==> config.mk <==
export PLATFORM = sky130hd
export DESIGN_NAME = pkt_capture_writer
export DESIGN_NICKNAME = d
export VERILOG_FILES = /design/src/rtl/pkt_capture_writer.sv
export SDC_FILE = /design/constraint.sdc
export NUM_CORES = 1
export LEC_CHECK = 0
export BUFFER_PORTS_ARGS = -buffer_cell sky130_fd_sc_hd__buf_2
export CORE_ASPECT_RATIO = 0.5
export CORE_MARGIN = 2
export CORE_UTILIZATION = 40
export CTS_CLUSTER_DIAMETER = 80
export CTS_CLUSTER_SIZE = 16
export DETAILED_ROUTE_END_ITERATION = 12
export SYNTH_ARGS = -nofsm -noshare
export SYNTH_HDL_FRONTEND = slang
export SYNTH_SLANG_ARGS = --single-unit
==> constraint.sdc <==
create_clock -name clk -period 7.65 [get_ports clk]
set_clock_uncertainty 0.1 [all_clocks]
set_input_delay 0.3825 -clock clk [delete_from_list [all_inputs] [get_ports clk]]
set_output_delay 0.3825 -clock clk [all_outputs]
set_load 0.01 [all_outputs]
==> src/rtl/pkt_capture_writer.sv <==
`timescale 1ns/1ps
`default_nettype none
// ============================================================================
// Module      : pkt_capture_writer
// Description : Avalon-MM write master that stores captured Avalon-ST packet
//               words into a host buffer [pkt_begin, pkt_end) through a small
//               decoupling FIFO, reporting progress via a 2-bit state.
// Revision    : 1.0 - initial release
// ============================================================================
module pkt_capture_writer #(
    parameter int N          = 32,
    parameter int FIFO_DEPTH = 8
) (
    input  logic         clk,
    input  logic         reset,
    input  logic [N-1:0] control,
    input  logic [N-1:0] pkt_begin,
    input  logic [N-1:0] pkt_end,
    output logic [1:0]   state,
    input  logic [N-1:0] snk_data,
    input  logic         snk_valid,
    input  logic         snk_sop,
    input  logic         snk_eop,
    output logic         snk_ready,
    output logic [N-1:0] m_address,
    output logic         m_write,
    output logic [N-1:0] m_writedata,
    input  logic         m_waitrequest,
    output logic [N-1:0] wr_ptr,
    output logic [15:0]  pkt_count
);

    localparam int             c_AW         = $clog2(FIFO_DEPTH);
    localparam int             c_ENABLE_BIT = 2;
    localparam int             c_WRAP_BIT   = 3;
    localparam logic [N-1:0]   c_WORD_BYTES = N'(4);
    localparam logic [c_AW:0]  c_PTR_ONE    = (c_AW+1)'(1);
    localparam logic [15:0]    c_COUNT_MAX  = 16'hFFFF;

    typedef enum logic [1:0] {
        S_IDLE    = 2'b00,
        S_CAPTURE = 2'b01,
        S_DONE    = 2'b10,
        S_ERROR   = 2'b11
    } state_t;

    state_t          r_state;
    state_t          w_state_next;
    logic            r_enable_q;
    logic [N-1:0]    r_begin;
    logic [N-1:0]    r_end;
    logic [N-1:0]    r_wr_ptr;
    logic [15:0]     r_pkt_count;
    logic            r_in_pkt;
    logic            r_stop;
    logic            r_m_write;
    logic            r_m_eop;
    logic [N-1:0]    r_m_writedata;
    logic [N:0]      r_mem [FIFO_DEPTH];
    logic [c_AW:0]   r_fifo_wptr;
    logic [c_AW:0]   r_fifo_rptr;

    logic            w_enable;
    logic            w_wrap;
    logic            w_enable_rise;
    logic            w_cfg_bad;
    logic            w_start;
    logic            w_capture;
    logic            w_fifo_empty;
    logic            w_fifo_full;
    logic            w_complete;
    logic [N-1:0]    w_ptr_inc;
    logic            w_at_end;
    logic            w_final;
    logic            w_drain_stop;
    logic            w_snk_ready;
    logic            w_accept;
    logic            w_push;
    logic            w_pop;
    logic            w_unused;

    assign w_enable      = control[c_ENABLE_BIT];
    assign w_wrap        = control[c_WRAP_BIT];
    assign w_unused      = ^{control[N-1:c_WRAP_BIT+1], control[c_ENABLE_BIT-1:0]};
    assign w_enable_rise = w_enable && !r_enable_q;
    assign w_cfg_bad     = (pkt_begin >= pkt_end) || (pkt_begin[1:0] != 2'b00)
                           || (pkt_end[1:0] != 2'b00);
    assign w_start       = (r_state == S_IDLE) && w_enable_rise && !w_cfg_bad;
    assign w_capture     = (r_state == S_CAPTURE);

    assign w_fifo_empty  = (r_fifo_wptr == r_fifo_rptr);
    assign w_fifo_full   = (r_fifo_wptr[c_AW] != r_fifo_rptr[c_AW])
                           && (r_fifo_wptr[c_AW-1:0] == r_fifo_rptr[c_AW-1:0]);

    // A completing write to the last buffer word without wrap ends capture.
    assign w_complete    = r_m_write && !m_waitrequest;
    assign w_ptr_inc     = r_wr_ptr + c_WORD_BYTES;
    assign w_at_end      = (w_ptr_inc == r_end);
    assign w_final       = w_complete && w_at_end && !w_wrap;

    // With enable low, new packets are refused; an open packet runs to eop.
    assign w_drain_stop  = !w_enable && !r_in_pkt;
    assign w_snk_ready   = w_capture && !w_fifo_full && !r_stop && !w_drain_stop && !w_final;
    assign w_accept      = snk_valid && w_snk_ready;
    assign w_push        = w_accept && (snk_sop || r_in_pkt);
    assign w_pop         = w_capture && !w_fifo_empty && (!r_m_write || w_complete) && !w_final;

    // Next-state decode for the capture controller.
    always_comb begin
        w_state_next = r_state;
        case (r_state)
            S_IDLE: begin
                if (w_enable_rise) begin
                    w_state_next = w_cfg_bad ? S_ERROR : S_CAPTURE;
                end
            end
            S_CAPTURE: begin
                if (w_final) begin
                    w_state_next = S_DONE;
                end else if (w_drain_stop && w_fifo_empty && !r_m_write) begin
                    w_state_next = S_IDLE;
                end
            end
            S_DONE, S_ERROR: begin
                if (!w_enable) begin
                    w_state_next = S_IDLE;
                end
            end
            default: w_state_next = S_IDLE;
        endcase
    end

    // State register and enable edge history.
    always_ff @(posedge clk or negedge reset) begin
        if (!reset) begin
            r_state    <= S_IDLE;
            r_enable_q <= 1'b0;
        end else begin
            r_state    <= w_state_next;
            r_enable_q <= w_enable;
        end
    end

    // Buffer window capture, write pointer and completed-packet counter.
    always_ff @(posedge clk or negedge reset) begin
        if (!reset) begin
            r_begin     <= '0;
            r_end       <= '0;
            r_wr_ptr    <= '0;
            r_pkt_count <= '0;
        end else if (w_start) begin
            r_begin     <= pkt_begin;
            r_end       <= pkt_end;
            r_wr_ptr    <= pkt_begin;
            r_pkt_count <= '0;
        end else if (w_complete) begin
            r_wr_ptr <= (w_at_end && w_wrap) ? r_begin : w_ptr_inc;
            if (r_m_eop && (r_pkt_count != c_COUNT_MAX)) begin
                r_pkt_count <= r_pkt_count + 16'd1;
            end
        end
    end

    // Packet framing and buffer-full stop flags.
    always_ff @(posedge clk or negedge reset) begin
        if (!reset) begin
            r_in_pkt <= 1'b0;
            r_stop   <= 1'b0;
        end else if (w_start) begin
            r_in_pkt <= 1'b0;
            r_stop   <= 1'b0;
        end else begin
            if (w_final) begin
                r_stop <= 1'b1;
            end
            if (w_accept) begin
                if (snk_sop) begin
                    r_in_pkt <= !snk_eop;
                end else if (snk_eop) begin
                    r_in_pkt <= 1'b0;
                end
            end
        end
    end

    // FIFO pointers; leftovers are flushed on buffer full and at capture start.
    always_ff @(posedge clk or negedge reset) begin
        if (!reset) begin
            r_fifo_wptr <= '0;
            r_fifo_rptr <= '0;
        end else if (w_start || w_final) begin
            r_fifo_rptr <= r_fifo_wptr;
        end else begin
            if (w_push) begin
                r_fifo_wptr <= r_fifo_wptr + c_PTR_ONE;
            end
            if (w_pop) begin
                r_fifo_rptr <= r_fifo_rptr + c_PTR_ONE;
            end
        end
    end

    // FIFO storage: data word plus its eop marker.
    always_ff @(posedge clk) begin
        if (w_push) begin
            r_mem[r_fifo_wptr[c_AW-1:0]] <= {snk_eop, snk_data};
        end
    end

    // Bus request register; request and data hold while the slave stalls.
    always_ff @(posedge clk or negedge reset) begin
        if (!reset) begin
            r_m_write     <= 1'b0;
            r_m_eop       <= 1'b0;
            r_m_writedata <= '0;
        end else if (w_pop) begin
            r_m_write                <= 1'b1;
            {r_m_eop, r_m_writedata} <= r_mem[r_fifo_rptr[c_AW-1:0]];
        end else if (w_complete) begin
            r_m_write <= 1'b0;
        end
    end

    assign state       = r_state;
    assign snk_ready   = w_snk_ready;
    assign m_address   = r_wr_ptr;
    assign m_write     = r_m_write;
    assign m_writedata = r_m_writedata;
    assign wr_ptr      = r_wr_ptr;
    assign pkt_count   = r_pkt_count;

endmodule
`default_nettype wire

* Word level (Yosys, flattened, before mapping)
Memories as Yosys holds them, arrays and structs flattened. A register that Yosys moved wholly into a read port is not among the register bits.
Index checks and enable logic that the tools add are counted.
** Word-level totals
- Register bits :: 126
- Bits of input ports :: 134
- RAM bits :: 264
- Memories kept :: 1
- Output and inout bits :: 116
- Word-level logic and storage cells :: 108
** Cells by class
- Bitwise gates (word level) :: 1
- $lt $le $gt $ge :: 1
- Reductions and logical operators :: 55
- $add $sub $neg :: 4
- Multiplexer cells :: 24
- Eq/ne operators :: 11
** Memory list
- r_mem :: words 8, width 33, rd ports 1, clocked after memory_dff 1, wr ports 1, line 59 : logic [N:0] r_mem [FIFO_DEPTH];
** Operators with widths (number)
- $mux 32 :: 3
- $mux 16 :: 3
- $add 32x3->32 const B :: 1
- $eq 32x32->1 :: 1
- $ge 32x32->1 :: 1
- $logic_and 1x1->1 :: 21
- $add 16x1->16 const B :: 1
- $ne 16x16->1 const B :: 1
- $reduce_bool 2->1 :: 8
- $logic_not 1->1 :: 14
- $mux 1 :: 10
- $mux 2 :: 5
- $add 4x1->4 const B :: 2
- $mux 4 :: 2
- $pmux 2 s3 :: 1
- $reduce_and 2->1 :: 3
- $logic_or 1x1->1 :: 5
- $eq 2x2->1 const B :: 2
- $eq 4x4->1 :: 1
- $ne 2x2->1 const B :: 2
- $eq 3x3->1 :: 1
- $ne 3x1->1 const B :: 1
- $reduce_and 3->1 :: 1
- $reduce_bool 3->1 :: 1
- other kinds (5) :: 5

* Longest topological paths before layout
- Word-level depth :: 11
- Depth in mapped cells :: 15

* Worst setup path after synthesis
OpenSTA, ideal clock, no wires.
- Path type :: register to register
- Start :: register r_wr_ptr[3] (netlist: m_address[3])
- End :: memory r_mem[7][0] (netlist name), enable pin
- Stages on the path, launching flop included :: 13
- Period minus slack after synthesis :: 5008 ps
- Arrival time :: 4461 ps
- Setup slack :: 2642 ps
- Setup time :: 446 ps
- Buffers on the path :: 3
- Cell sequence :: dfrtp_1 > ha_1 > buf_2 > and4_1 > buf_2 > nand3_2 > or4_1 > a21oi_1 > nor4b_1 > and4_4 > and2_4 > buf_6 > nor4_2
** Between the ends
- Word-level cells in the longest chain between the ends :: 10
** Ends and longest elaborated chain
- from (decl) :: line 52 : logic [N-1:0] r_wr_ptr;
- from (signal assigned) :: line 154 : r_wr_ptr <= pkt_begin;
- from (signal assigned) :: line 157 : r_wr_ptr <= (w_at_end && w_wrap) ? r_begin : w_ptr_inc;
- $add 32x3->32 :: line 97 : assign w_ptr_inc = r_wr_ptr + c_WORD_BYTES;
- $eq 32x32->1 :: line 98 : assign w_at_end = (w_ptr_inc == r_end);
- $logic_and 1x1->1 (2 in series) :: line 99 : assign w_final = w_complete && w_at_end && !w_wrap;
- $logic_not 1->1 :: line 103 : assign w_snk_ready = w_capture && !w_fifo_full && !r_stop && !w_drain_stop && !w_final;
- $logic_and 1x1->1 :: line 103
- $logic_and 1x1->1 :: line 104 : assign w_accept = snk_valid && w_snk_ready;
- $logic_and 1x1->1 :: line 105 : assign w_push = w_accept && (snk_sop || r_in_pkt);
- $mux 1 :: line 205 : if (w_push) begin
- $mux 1 (implied by the code) :: line 206 : r_mem[r_fifo_wptr[c_AW-1:0]] <= {snk_eop, snk_data};
- to (decl) :: line 59
No other way between the ends.

* Worst setup path after layout
- Start :: register r_wr_ptr[4] (netlist: m_address[4])
- End :: memory r_mem[1][13] (netlist name), enable pin
Same word-level chain as after synthesis.

==> out/metrics.yaml <==
hold_path:
  hold_end: "r_end[28]"
  hp-class: "in -> reg"
  min_path_cells: 3
  min_from: "pkt_end[28]"
placed_design:
  place_congestion: 0.947
  postPlaceCellArea_um2: 21500
  dp_hpwl_um: 32200
  io_buffers: 219
  placed_cells: 2250
clock_tree:
  htree_levels: 1
  cts_tree: "done"
  cts_resized: 0
  clock-root-buffer: "clkbuf_16"
  cts.path.max_buffers: 3
  cts_num_sinks: 423
  clk_latency_ns: 0.60
  cts_setup_buffers: 0
  cts.reportedPaths.clkPinSlew_ns: 0.08
  cts_buffers: 30
routing:
  wl_um: 50500
  drc: 0
  via_per_inst: 5.42
  drt-pass1-iter-count: 5
  drt_first_iter_violations: 989
  antenna_left: 0
  via_count: 12900
  wl_per_cell_um: 21.2
power_and_ir_drop:
  vdd_drop_max_mv: 0.171
  power.density_nw_per_um2: 289
  power.leakage_nw: 9.04
timing:
  setup_viol: 0
  drv_slew: 0
  max_freq_mhz: 185
  slew-limit-headroom_pct: 25.8
  rsz0062_at_grt: "no"
  fin_setup_tns_ns: 0
  min_period_ns: 5.39
  tightestPinTransition_ns: 1.11
  hold_viol: 0
  min_period_over_period_pct: 70.5
global_route:
  grt_max_degree: 71
  grt_pass1_wl_um: 77400
  grtUsageTotal_pct: 19.4
  grt_pass1_vias: 13000
  antenna_found_initial: 0
  grt_overflow_total: 0
worst_setup_path:
  r2r_start: "m_address[4]"
  critical-path-top-delay-family: "simple AND/OR/NAND/NOR gates"
  crit_path_start_kind: "flop"
  arrival_ns: 5.53
  reg2reg_to: "r_mem[1][13]"
  critical_path_buf_inv_count: 1
  path_class: "reg -> reg"
  worst_path_max_delay_cell: "nor3b_4"
  crit_chain: "nand3_1 -> or3_1 -> or4_1 -> a21oi_2 -> nor4_1 -> and4_4 -> and2_4 -> or4_4 -> nor3b_4 -> buf_4"
  end_kind: "flop"
  path_depth: 10
  cp_data_required_time_ns: 7.79
  worstRegToRegCells: 10
  worst-r2r-setup-slack_ns: 2.26
  crit_fanout: 21
  cp_slowest_stage_delay_ns: 0.76
logic_synthesis:
  synth.avg_cell_area_um2: 13.5
  yosys_warnings: 0
  ys_types: 84
  postSynth.asyncResetShare_pct: 37.6
  syn-cell-area_um2: 19900
  syn_inst: 1475
  ys.flop_type: "edfxtp_1"
  ys_seq_area_share_pct: 59.7
  ys_seq_elements: 423
  syn-num-nets: 1645
  synth_edf_count: 264
die:
  core_area_um2: 48900
  start_util_pct: 40.8
  die_area_um2: 51700
  die_w_um: 320
  num_rows: 57
  die_y_um: 162
  io_pins: 250
finish:
  fill_cells: 4269
  area_growth_pct: 16.5
  drive_above_1_share_pct: 26.3
  design_area_um2: 23200
  stdcell_count: 2387
  antenna_cells: 0
  layout.nets: 1888
status:
  status: "finished, final reports clean"
flow_run:
  max_cap_violations: 0
-- layout make-up --
class,instances,area [µm²],share of cell area (%)
clock buffers,50,847,3.65
clock inverters,2,37.5,0.162
inverters,42,158,0.679
multi-input cells,891,7310,31.5
flip-flops and latches,423,11900,51.3
well taps,649,812,3.50
repair buffers,330,2150,9.25
-- tightest hold or removal path: cells and delay by family --
| family | cells | cell delay (ns) |
|---|---|---|
| AO/OA/AOI/OAI | 1 | 0.16 |
| buffers and inverters | 2 | 0.13 |
-- through the flow --
| step | total power, mW | setup slack (ns) | utilization, % | hold slack (ns) |
|---|---|---|---|---|
| after floorplan | 4.60 | 2.64 | - | -0.0131 |
| after global placement | 5.19 | 2.31 | 44.0 | 0.321 |
| after detailed placement | 5.22 | 2.27 | 44.0 | 0.324 |
| after CTS | 6.79 | 2.25 | 47.6 | 0.00306 |
| after global routing | 7.07 | 2.03 | 47.6 | 0.0147 |
| final | 6.71 | 2.26 | 47.6 | 0.0293 |
-- cell usage after synthesis, types with 23 or more instances --
| cell | number | share of area [%] |
|---|---|---|
| ha_1 | 36 | 2.3 |
| buf_4 | 35 | 1.3 |
| and2_1 | 25 | 0.78 |
| nand2_1 | 154 | 2.9 |
| nor2_1 | 51 | 0.96 |
| nor3_1 | 31 | 0.78 |
| mux2_4 | 29 | 2.2 |
| a21oi_1 | 34 | 0.85 |
| clkbuf_1 | 52 | 0.98 |
| inv_1 | 42 | 0.79 |
| o21ai_0 | 55 | 1.4 |
| edfxtp_1 | 264 | 40 |
| dfrtp_1 | 159 | 20 |
| nand3_1 | 42 | 1.1 |
| xor2_1 | 36 | 1.6 |
| mux2_2 | 41 | 2.3 |
| mux4_2 | 66 | 7.5 |
| xnor2_1 | 23 | 1.0 |
-- kinds of logic after synthesis --
logic type | after synthesis | synth area share, %
and+or+nand+nor | 431 | 11.5
AOI/OAI and AO/OA | 213 | 7.17
adders and majority gates | 36 | 2.26
xor gates and xnor gates | 59 | 2.59
DFF | 423 | 59.7
muxes | 152 | 12.8
buffers and inverters | 161 | 3.95
-- timing repair --
item / CTS / global route
hold buffers: 85 / 0
endpoints found under the setup margin: 0 / 0
hold endpoints to repair: 393 / 0
-- state kept, by name, summed over array words and instances (netlist names), 2 cells and up --
| name | count |
|---|---|
| r_begin | 32 |
| m_address | 32 |
| r_end | 32 |
| r_mem | 264 |
| pkt_count | 16 |
| m_writedata | 32 |
| state | 2 |
| r_fifo_rptr | 4 |
| r_fifo_wptr | 4 |
-- power breakdown --
part	internal, mW	leakage, nW	switching [mW]	total (mW)
sequential	2.77	4.34	0.291	3.06
clock	0.757	0.416	0.774	1.53
combinational	1.10	4.28	1.01	2.11
-- cell usage in the layout, fill, tap and decap left out, drive strengths merged, types with 12 or more instances in the layout --
master | Yosys | layout
dfrtp | 159 | 159
a21oi | 35 | 35
nand4 | 23 | 23
clkbuf | 53 | 50
nand3 | 44 | 44
buf | 66 | 245
and3 | 13 | 13
nor2 | 52 | 52
nor4 | 15 | 15
inv | 42 | 42
edfxtp | 264 | 264
o21ai | 56 | 56
o221ai | 12 | 12
a21o | 13 | 13
a31oi | 20 | 20
nand2 | 154 | 154
xor2 | 36 | 36
mux2 | 70 | 70
nand2b | 12 | 12
and2 | 26 | 26
mux2i | 16 | 16
xnor2 | 23 | 23
o211ai | 15 | 15
mux4 | 66 | 66
nor3 | 35 | 35
ha | 36 | 36
dlygate4sd3 | 0 | 85
-- worst max-delay path by stage --
| stage | startpoint | to |
|---|---|---|
| floorplan | m_address[3] | r_mem[7][0] |
| global placement | m_address[4] | r_mem[1][9] |
| detailed placement | m_address[4] | r_mem[1][13] |
| CTS | m_address[4] | r_mem[1][9] |
| global route | m_address[4] | r_mem[1][13] |
| finish | m_address[4] | r_mem[1][13] |
-- routing by layer --
layer	track usage [%]	wire length, µm	vias to the layer above	part of all wire [%]
li1	-	-	6012	-
met2	33.7	25300	268	50
met4	4.97	1240	0	2.5
met1	25.6	21900	6584	43
met3	2.82	2060	69	4.1
met5	0	0	-	0
(Power assumes the default switching activity.)
